===== config.mk =====
export PLATFORM = sky130hd
export DESIGN_NAME = d_sram_like_bridge
export DESIGN_NICKNAME = d
export VERILOG_FILES = /design/src/rtl/bridge_pkg.sv /design/src/rtl/sram_size_enc.sv /design/src/rtl/d_sram_like_bridge.sv
export SDC_FILE = /design/constraint.sdc
export NUM_CORES = 1
export LEC_CHECK = 0
export CORE_AREA = 2 2 80 82
export DETAILED_ROUTE_END_ITERATION = 8
export DIE_AREA = 0 0 82 84
export DONT_BUFFER_PORTS = 1
export PLACE_DENSITY_LB_ADDON = 0.3
export SETUP_SLACK_MARGIN = 0.1
export SYNTH_ARGS = -nofsm -noshare
export SYNTH_HDL_FRONTEND = slang
export SYNTH_SLANG_ARGS = --single-unit

===== constraint.sdc =====
create_clock -name clk -period 1.7 [get_ports clk]
set_input_delay 0.255 -clock clk [delete_from_list [all_inputs] [get_ports clk]]
set_output_delay 0.255 -clock clk [all_outputs]
set_load 0.02 [all_outputs]

===== src/rtl/bridge_pkg.sv =====
// Shared types for the sram-like bus bridges: FSM state encoding and bus size codes.
// Pure declarations; no logic and no latency.
package bridge_pkg;

    typedef enum logic [1:0] {
        IDLE = 2'd0,
        WAIT = 2'd1,
        HOLD = 2'd2
    } state_e;

    localparam logic [1:0] SIZE_B = 2'b00;
    localparam logic [1:0] SIZE_H = 2'b01;
    localparam logic [1:0] SIZE_W = 2'b10;

endpackage


===== src/rtl/sram_size_enc.sv =====
// Maps core byte enables to bus {wr, size, addr[1:0]}; purely combinational, no backpressure.
// A zero enable pattern is a word read at a word-aligned address.
module sram_size_enc
    import bridge_pkg::*;
(
    input  logic [3:0] wen_i,
    output logic       wr_o,
    output logic [1:0] size_o,
    output logic [1:0] addr_lo_o
);

    always_comb begin
        wr_o      = |wen_i;
        size_o    = SIZE_W;
        addr_lo_o = 2'b00;
        case (wen_i)
            4'b0001: begin size_o = SIZE_B; addr_lo_o = 2'b00; end
            4'b0010: begin size_o = SIZE_B; addr_lo_o = 2'b01; end
            4'b0100: begin size_o = SIZE_B; addr_lo_o = 2'b10; end
            4'b1000: begin size_o = SIZE_B; addr_lo_o = 2'b11; end
            4'b0011: begin size_o = SIZE_H; addr_lo_o = 2'b00; end
            4'b1100: begin size_o = SIZE_H; addr_lo_o = 2'b10; end
            default: begin size_o = SIZE_W; addr_lo_o = 2'b00; end
        endcase
    end

endmodule


===== src/rtl/d_sram_like_bridge.sv =====
// Core data SRAM port to sram-like bus; one transaction per access, min 2 cycles addr_ok->HOLD.
// Stalls the pipeline until data_ok, then holds read data until the global stall releases.
module d_sram_like_bridge
    import bridge_pkg::*;
#(
    parameter int ADDR_W = 32
) (
    input  logic              clk,
    input  logic              rst,
    input  logic              data_sram_en,
    input  logic [3:0]        data_sram_wen,
    input  logic [ADDR_W-1:0] data_sram_addr,
    input  logic [31:0]       data_sram_wdata,
    output logic [31:0]       data_sram_rdata,
    input  logic              longest_stall,
    output logic              d_stall,
    output logic              data_req,
    output logic              data_wr,
    output logic [1:0]        data_size,
    output logic [ADDR_W-1:0] data_addr,
    output logic [31:0]       data_wdata,
    input  logic              data_addr_ok,
    input  logic              data_data_ok,
    input  logic [31:0]       data_rdata
);

    state_e      state_q, state_d;
    logic [31:0] rdata_q;
    logic        enc_wr;
    logic [1:0]  enc_size;
    logic [1:0]  enc_addr_lo;
    logic        unused_addr_lo;

    // Low address bits come from the byte enables, not from the core address.
    assign unused_addr_lo = ^data_sram_addr[1:0];

    sram_size_enc u_size_enc (
        .wen_i     (data_sram_wen),
        .wr_o      (enc_wr),
        .size_o    (enc_size),
        .addr_lo_o (enc_addr_lo)
    );

    always_ff @(posedge clk) begin
        if (!rst) begin
            state_q <= IDLE;
        end else begin
            state_q <= state_d;
        end
    end

    always_comb begin
        state_d = state_q;
        case (state_q)
            IDLE:    if (data_req && data_addr_ok) state_d = WAIT;
            WAIT:    if (data_data_ok)             state_d = HOLD;
            HOLD:    if (!longest_stall)           state_d = IDLE;
            default:                               state_d = IDLE;
        endcase
    end

    always_comb begin
        data_req   = data_sram_en && (state_q == IDLE);
        d_stall    = data_sram_en && (state_q != HOLD);
        data_wr    = data_sram_en && enc_wr;
        data_size  = data_sram_en ? enc_size : 2'b00;
        data_addr  = data_sram_en ? {data_sram_addr[ADDR_W-1:2], enc_addr_lo} : '0;
        data_wdata = data_sram_en ? data_sram_wdata : 32'h0;
    end

    // Read data is frozen from data_ok until the next read completes.
    always_ff @(posedge clk) begin
        if (!rst) begin
            rdata_q <= 32'h0;
        end else if (state_q == WAIT && data_data_ok && !data_wr) begin
            rdata_q <= data_rdata;
        end
    end

    assign data_sram_rdata = rdata_q;

endmodule


=== Yosys cells after proc, flatten, opt, wreduce, memory -nomap -nowiden ===
Cells that the tools add are included.

* Eq/ne operators: 12
* Mux-type cells: 9
* Reductions and logical operators: 13

{| class="wikitable"
|+ Operators with widths
! kind !! number
|-
| $mux 32 || 2
|-
| $pmux 2 s3 || 2
|-
| $eq 4x2->1 const B || 2
|-
| $eq 4x4->1 const B || 2
|-
| $mux 2 || 4
|-
| $ne 2x2->1 const B || 4
|-
| $reduce_or 4->1 || 2
|-
| $logic_and 1x1->1 || 6
|-
| $eq 4x1->1 const B || 1
|-
| $eq 4x3->1 const B || 1
|-
| $pmux 2 s2 || 1
|-
| $reduce_or 2->1 || 2
|-
| $reduce_and 3->1 || 1
|-
| $eq 2x1->1 const B || 1
|-
| $eq 2x2->1 const B || 1
|-
| $logic_not 2->1 || 1
|-
| $logic_not 1->1 || 1
|}

* Register bits after elaboration: 34
* Input bits: 106
* Output and inout port bits: 101
* Word-level logic and storage cells: 36

=== Logic depth before layout (Yosys ltp) ===
Gate-level depths: netlist (run 1).

* Depth after elaboration: 5
* Mapped depth: 4
* Mapped depth without buffers: 3

=== Cells and area by module ===
A second synthesis (run 1) with hierarchy kept.

* Cells, all modules: 233
* Area, all modules: 1,930.6 µm²

{| class="wikitable"
|+ Modules (own cells, without submodules)
! module !! times used !! cells each !! area an instance (µm²) !! sequential area each (µm²)
|-
| d_sram_like_bridge || 1 || 224 || 1,873.0 || 680.7
|-
| sram_size_enc || 1 || 9 || 57.6 || 0.0
|}

=== Worst setup path after synthesis (run 1) ===
No wires, ideal clock.

* Path kind: input to output
* Start: input port data_sram_en
* End: output port data_addr[0]
* Arrival: 1,488 ps
* Data required time: 1,445 ps
* Slack: -43 ps
* Stages on the path: 3
* Buffers on the path: 2
* Cell sequence: clkbuf_1 > clkbuf_1 > nor4b_1

* Word-level cells in the longest chain between the ends: 1

{| class="wikitable"
|+ RTL lines
! item !! line !! RTL
|-
| start, declared || d_sram_like_bridge.sv:10 || <nowiki>input logic data_sram_en,</nowiki>
|-
| $mux 32 || d_sram_like_bridge.sv:67 || <nowiki>data_addr = data_sram_en ? {data_sram_addr[ADDR_W-1:2], enc_addr_lo} : '0;</nowiki>
|-
| end, declared || d_sram_like_bridge.sv:20 || <nowiki>output logic [ADDR_W-1:0] data_addr,</nowiki>
|}

Every way passes these cells.

=== Final worst setup path (run 1) ===
* Start: input port data_sram_wen[0]
* End: output port data_size[1]

* Word-level cells in the longest chain between the ends: 4
* Elaborated cells on any way between the ends: 10
* Classes of those cells: eq/ne (6); mux (2); reduce/logical (2)

{| class="wikitable"
|+ RTL lines
! item !! line !! RTL
|-
| start, declared || d_sram_like_bridge.sv:11 || <nowiki>input logic [3:0] data_sram_wen,</nowiki>
|-
| $eq 4x1->1 (tied with other cells) || sram_size_enc.sv:16 || <nowiki>case (wen_i)</nowiki>
|-
| $reduce_or 4->1 (no line) / $reduce_or 2->1 (equally long branches) || - ||
|-
| $pmux 2 s2 * || sram_size_enc.sv:16 ||
|-
| $mux 2 * || d_sram_like_bridge.sv:66 || <nowiki>data_size = data_sram_en ? enc_size : 2'b00;</nowiki>
|-
| end, declared || d_sram_like_bridge.sv:19 || <nowiki>output logic [1:0] data_size,</nowiki>
|}

Mark *: on every way between the ends. The rest lies on a longest branch, timed or not.

==> results of run 1 <==
## kinds of logic after synthesis
logic type	synth area share, %
simple gates	38.1
compound gates	3.13
flops	36.2
mux	17.1
xor+xnor	0.466
buf+inv	5.00
## metrics by stage
stage / worst slack, ps / utilization, % / hold slack, ps
after floorplan: 122 / - / 397
after global placement: 163 / 31.8 / 400
after detailed placement: 136 / 31.8 / 408
after CTS: 224 / 33.4 / 95.8
after global routing: 187 / 33.4 / 99.9
final: 234 / 33.4 / 109
## state kept, by name, indices dropped and copies added (netlist names)
register and flops:
state_q 2, data_sram_rdata 32
## worst paths after layout
kind,cells after the start,endpoint,startpoint
worst max-delay path,3,data_size[1],data_sram_wen[0]
worst min-delay path,2,data_sram_rdata[17]$_SDFFE_PN0P_,data_rdata[17]
worst max register to register,4,data_sram_rdata[8]$_SDFFE_PN0P_,state_q[1]$_SDFFE_PN0P_
worst min register to register,1,state_q[0]$_SDFFE_PN0P_,state_q[1]$_SDFFE_PN0P_
## worst max-delay path: cells and delay by family
kind / cells / cell delay [ps]
compound gates: 1 / 220
buf+inv: 1 / 180
simple gates: 1 / 550
## cells in the mapped netlist
library cell               instances  area share (%)
sky130_fd_sc_hd__a21boi_0          3             1.2
sky130_fd_sc_hd__a21oi_4           1            0.87
sky130_fd_sc_hd__a31oi_1           1            0.33
sky130_fd_sc_hd__and2_1           63              21
sky130_fd_sc_hd__and3_1            2            0.67
sky130_fd_sc_hd__buf_1             1            0.20
sky130_fd_sc_hd__buf_6             3             1.8
sky130_fd_sc_hd__clkbuf_1         14             2.8
sky130_fd_sc_hd__dfxtp_1          34              36
sky130_fd_sc_hd__inv_1             1            0.20
sky130_fd_sc_hd__mux2i_1          32              17
sky130_fd_sc_hd__nand2_1          65              13
sky130_fd_sc_hd__nand3_1           1            0.27
sky130_fd_sc_hd__nand3b_1          1            0.40
sky130_fd_sc_hd__nor2_1            3            0.60
sky130_fd_sc_hd__nor2b_1           1            0.33
sky130_fd_sc_hd__nor3b_1           2            0.80
sky130_fd_sc_hd__nor4b_1           1            0.47
sky130_fd_sc_hd__o21a_1            1            0.40
sky130_fd_sc_hd__o22ai_1           1            0.33
sky130_fd_sc_hd__or4_4             1            0.60
sky130_fd_sc_hd__xnor2_1           1            0.47
## per-layer routing
metal  wire, µm  vias up
met5          0        -
met4         41        0
met3        534        4
met2       2100      105
met1       1910      642
li1           -      723
## layout make-up
type	instances	area, µm²
Tap cell	77	96.3
Clock inverter	2	12.5
Multi-Input combinational cell	180	1110
Clock buffer	6	82.6
Timing Repair Buffer	5	50.0
Fill cell	648	4060
Sequential cell	34	681
Antenna cell	1	2.50
Inverter	1	3.75
## report_power, final
| part | internal (W) | switching [W] | total (W) |
|---|---|---|---|
| sequential | 0.000811 | 0.0000253 | 0.000836 |
| combinational | 0.0000824 | 0.000175 | 0.000257 |
| clock | 0.000325 | 0.000286 | 0.000611 |
==> impl_metrics.py, run 1 <==
metrics = {
    "outcome": {
        "outcome": "finished clean",
    },
    "clocking": {
        "numClockSinks": 34,
        "cts.reportedPaths.clkPinSlew_ps": 70,
        "htree_levels": 2,
        "cts_tree": "built",
        "cts_inserted_buffers": 5,
        "cts_setup_buffers": 0,
        "clock_tree.buffer_depth": 2,
        "cts_hold_buf": 0,
        "cts_root_buf": "sky130_fd_sc_hd__clkbuf_8",
        "post_cts_resize_count": 0,
        "clkLatencyLatePin_ps": 280,
    },
    "placement": {
        "globalplace.congestion": 0.856,
        "place_area_um2": 1940,
        "dp_hpwl_um": 3530,
        "dp_cells": 297,
        "place.port_buffers": 0,
    },
    "synthesis": {
        "netlist-cell-type-count": 22,
        "synth_nets": 339,
        "syn-mean-instance-area_um2": 8.06,
        "yosys_warnings": 0,
        "sequential_to_total_area_share_from_yosys_stat_pct": 36.2,
        "yosys_register_bits": 34,
        "netlist_area_um2": 1880,
        "synth_cells": 233,
    },
    "critical_path": {
        "worstPathRequired_ps": 1440,
        "timing_worst_setup_path_type": "input port to primary output",
        "timing.critical_path.from_type": "input port",
        "critical-path-slowest-cell": "sky130_fd_sc_hd__or4_4",
        "timing.critical_path.to_type": "primary output",
        "regToRegSetupSlack_ps": 420,
        "critical_path_peak_fanout": 5,
        "path_cells": "or4_4 -> a21boi_0 -> buf_4",
        "cp.arrival_ps": 1210,
        "crit_path_max_incr_delay_ps": 550,
    },
    "routing": {
        "drt-vias-per-instance": 4.82,
        "detailroute.via_count": 1474,
        "routedWlPerCell_um": 15.0,
        "antenna_viol_nets_final": 0,
        "first_iter_violations": 39,
        "route.detailed.drc": 0,
        "firstDrtPassIters": 4,
        "wl_um": 4590,
    },
    "global_route": {
        "tot_gr_track_use_pct": 12.2,
        "grt_pass1_wl_um": 6420,
        "grt_max_degree": 72,
        "grt_use_met1_pct": 15.1,
        "most_used_routing_layer_in_global_routing": "met2",
        "grt.met3_usage_pct": 5.30,
        "grt.overflow.total": 0,
        "met2_usage_pct": 18.8,
        "first_global_vias": 1290,
        "initial_antenna_violation_count": 0,
    },
    "floorplan": {
        "floorplan.rows": 29,
        "core_area_um2": 6100,
        "io_pins": 207,
        "die_span_y_um": 84,
        "die_area_um2": 6890,
        "start_util_pct": 30.8,
        "die_w_um": 82,
    },
    "timing": {
        "setup_repair_after_global_routing_missed_its_margin": "no",
        "tightestPinTransition_ps": 420,
        "timing.final.crit_share_pct": 86.2,
        "finalClockSkew_ps": 5.45,
        "setup_viol": 0,
        "maxClockFrequency_mhz": 682,
        "timing_hold_violations_final": 0,
        "timing.max_slew.rel_slack_pct": 71.9,
        "final_critical_path_time_including_i_o_delays_and_setup_ps": 1470,
        "final-max-slew-violation-count": 0,
        "tns_ps": 0,
    },
    "layout": {
        "post_layout_instance_count_excluding_filler_cells": 306,
        "mostFrequentLayoutCells": "65 x sky130_fd_sc_hd__nand2_1, 63 x sky130_fd_sc_hd__and2_1, 34 x sky130_fd_sc_hd__dfxtp_1",
        "final_common_cell": "sky130_fd_sc_hd__nand2_1",
        "drive_above_1_share_pct": 7.02,
        "layout_cell_area_excl_fill_um2": 2040,
        "nets": 333,
        "area_added_between_synthesis_and_finish_pct": 8.53,
    },
    "power_and_ir_drop": {
        "power_per_cell_area_nw_per_um2": 836,
        "power_w": 0.00170,
        "vdd.ir_drop.worst_v": 0.000538,
        "p_leak_nw": 0.730,
    },
    "hold_path": {
        "hp-class": "input port to register",
    },
    "flow_run": {
        "max_cap_violations": 0,
    },
}
No activity file was read; power rests on OpenSTA's default activity.
==> inputs of run 2 (changes only) <==
--- a/config.mk
+++ b/config.mk
@@ -9,6 +9,7 @@
 export DETAILED_ROUTE_END_ITERATION = 8
 export DIE_AREA = 0 0 82 84
 export DONT_BUFFER_PORTS = 1
+export HOLD_SLACK_MARGIN = 0.03
 export PLACE_DENSITY_LB_ADDON = 0.3
 export SETUP_SLACK_MARGIN = 0.1
 export SYNTH_ARGS = -nofsm -noshare
==> results of run 2 <==
The final DEF is identical to that of run 1; final timing and power are the same.
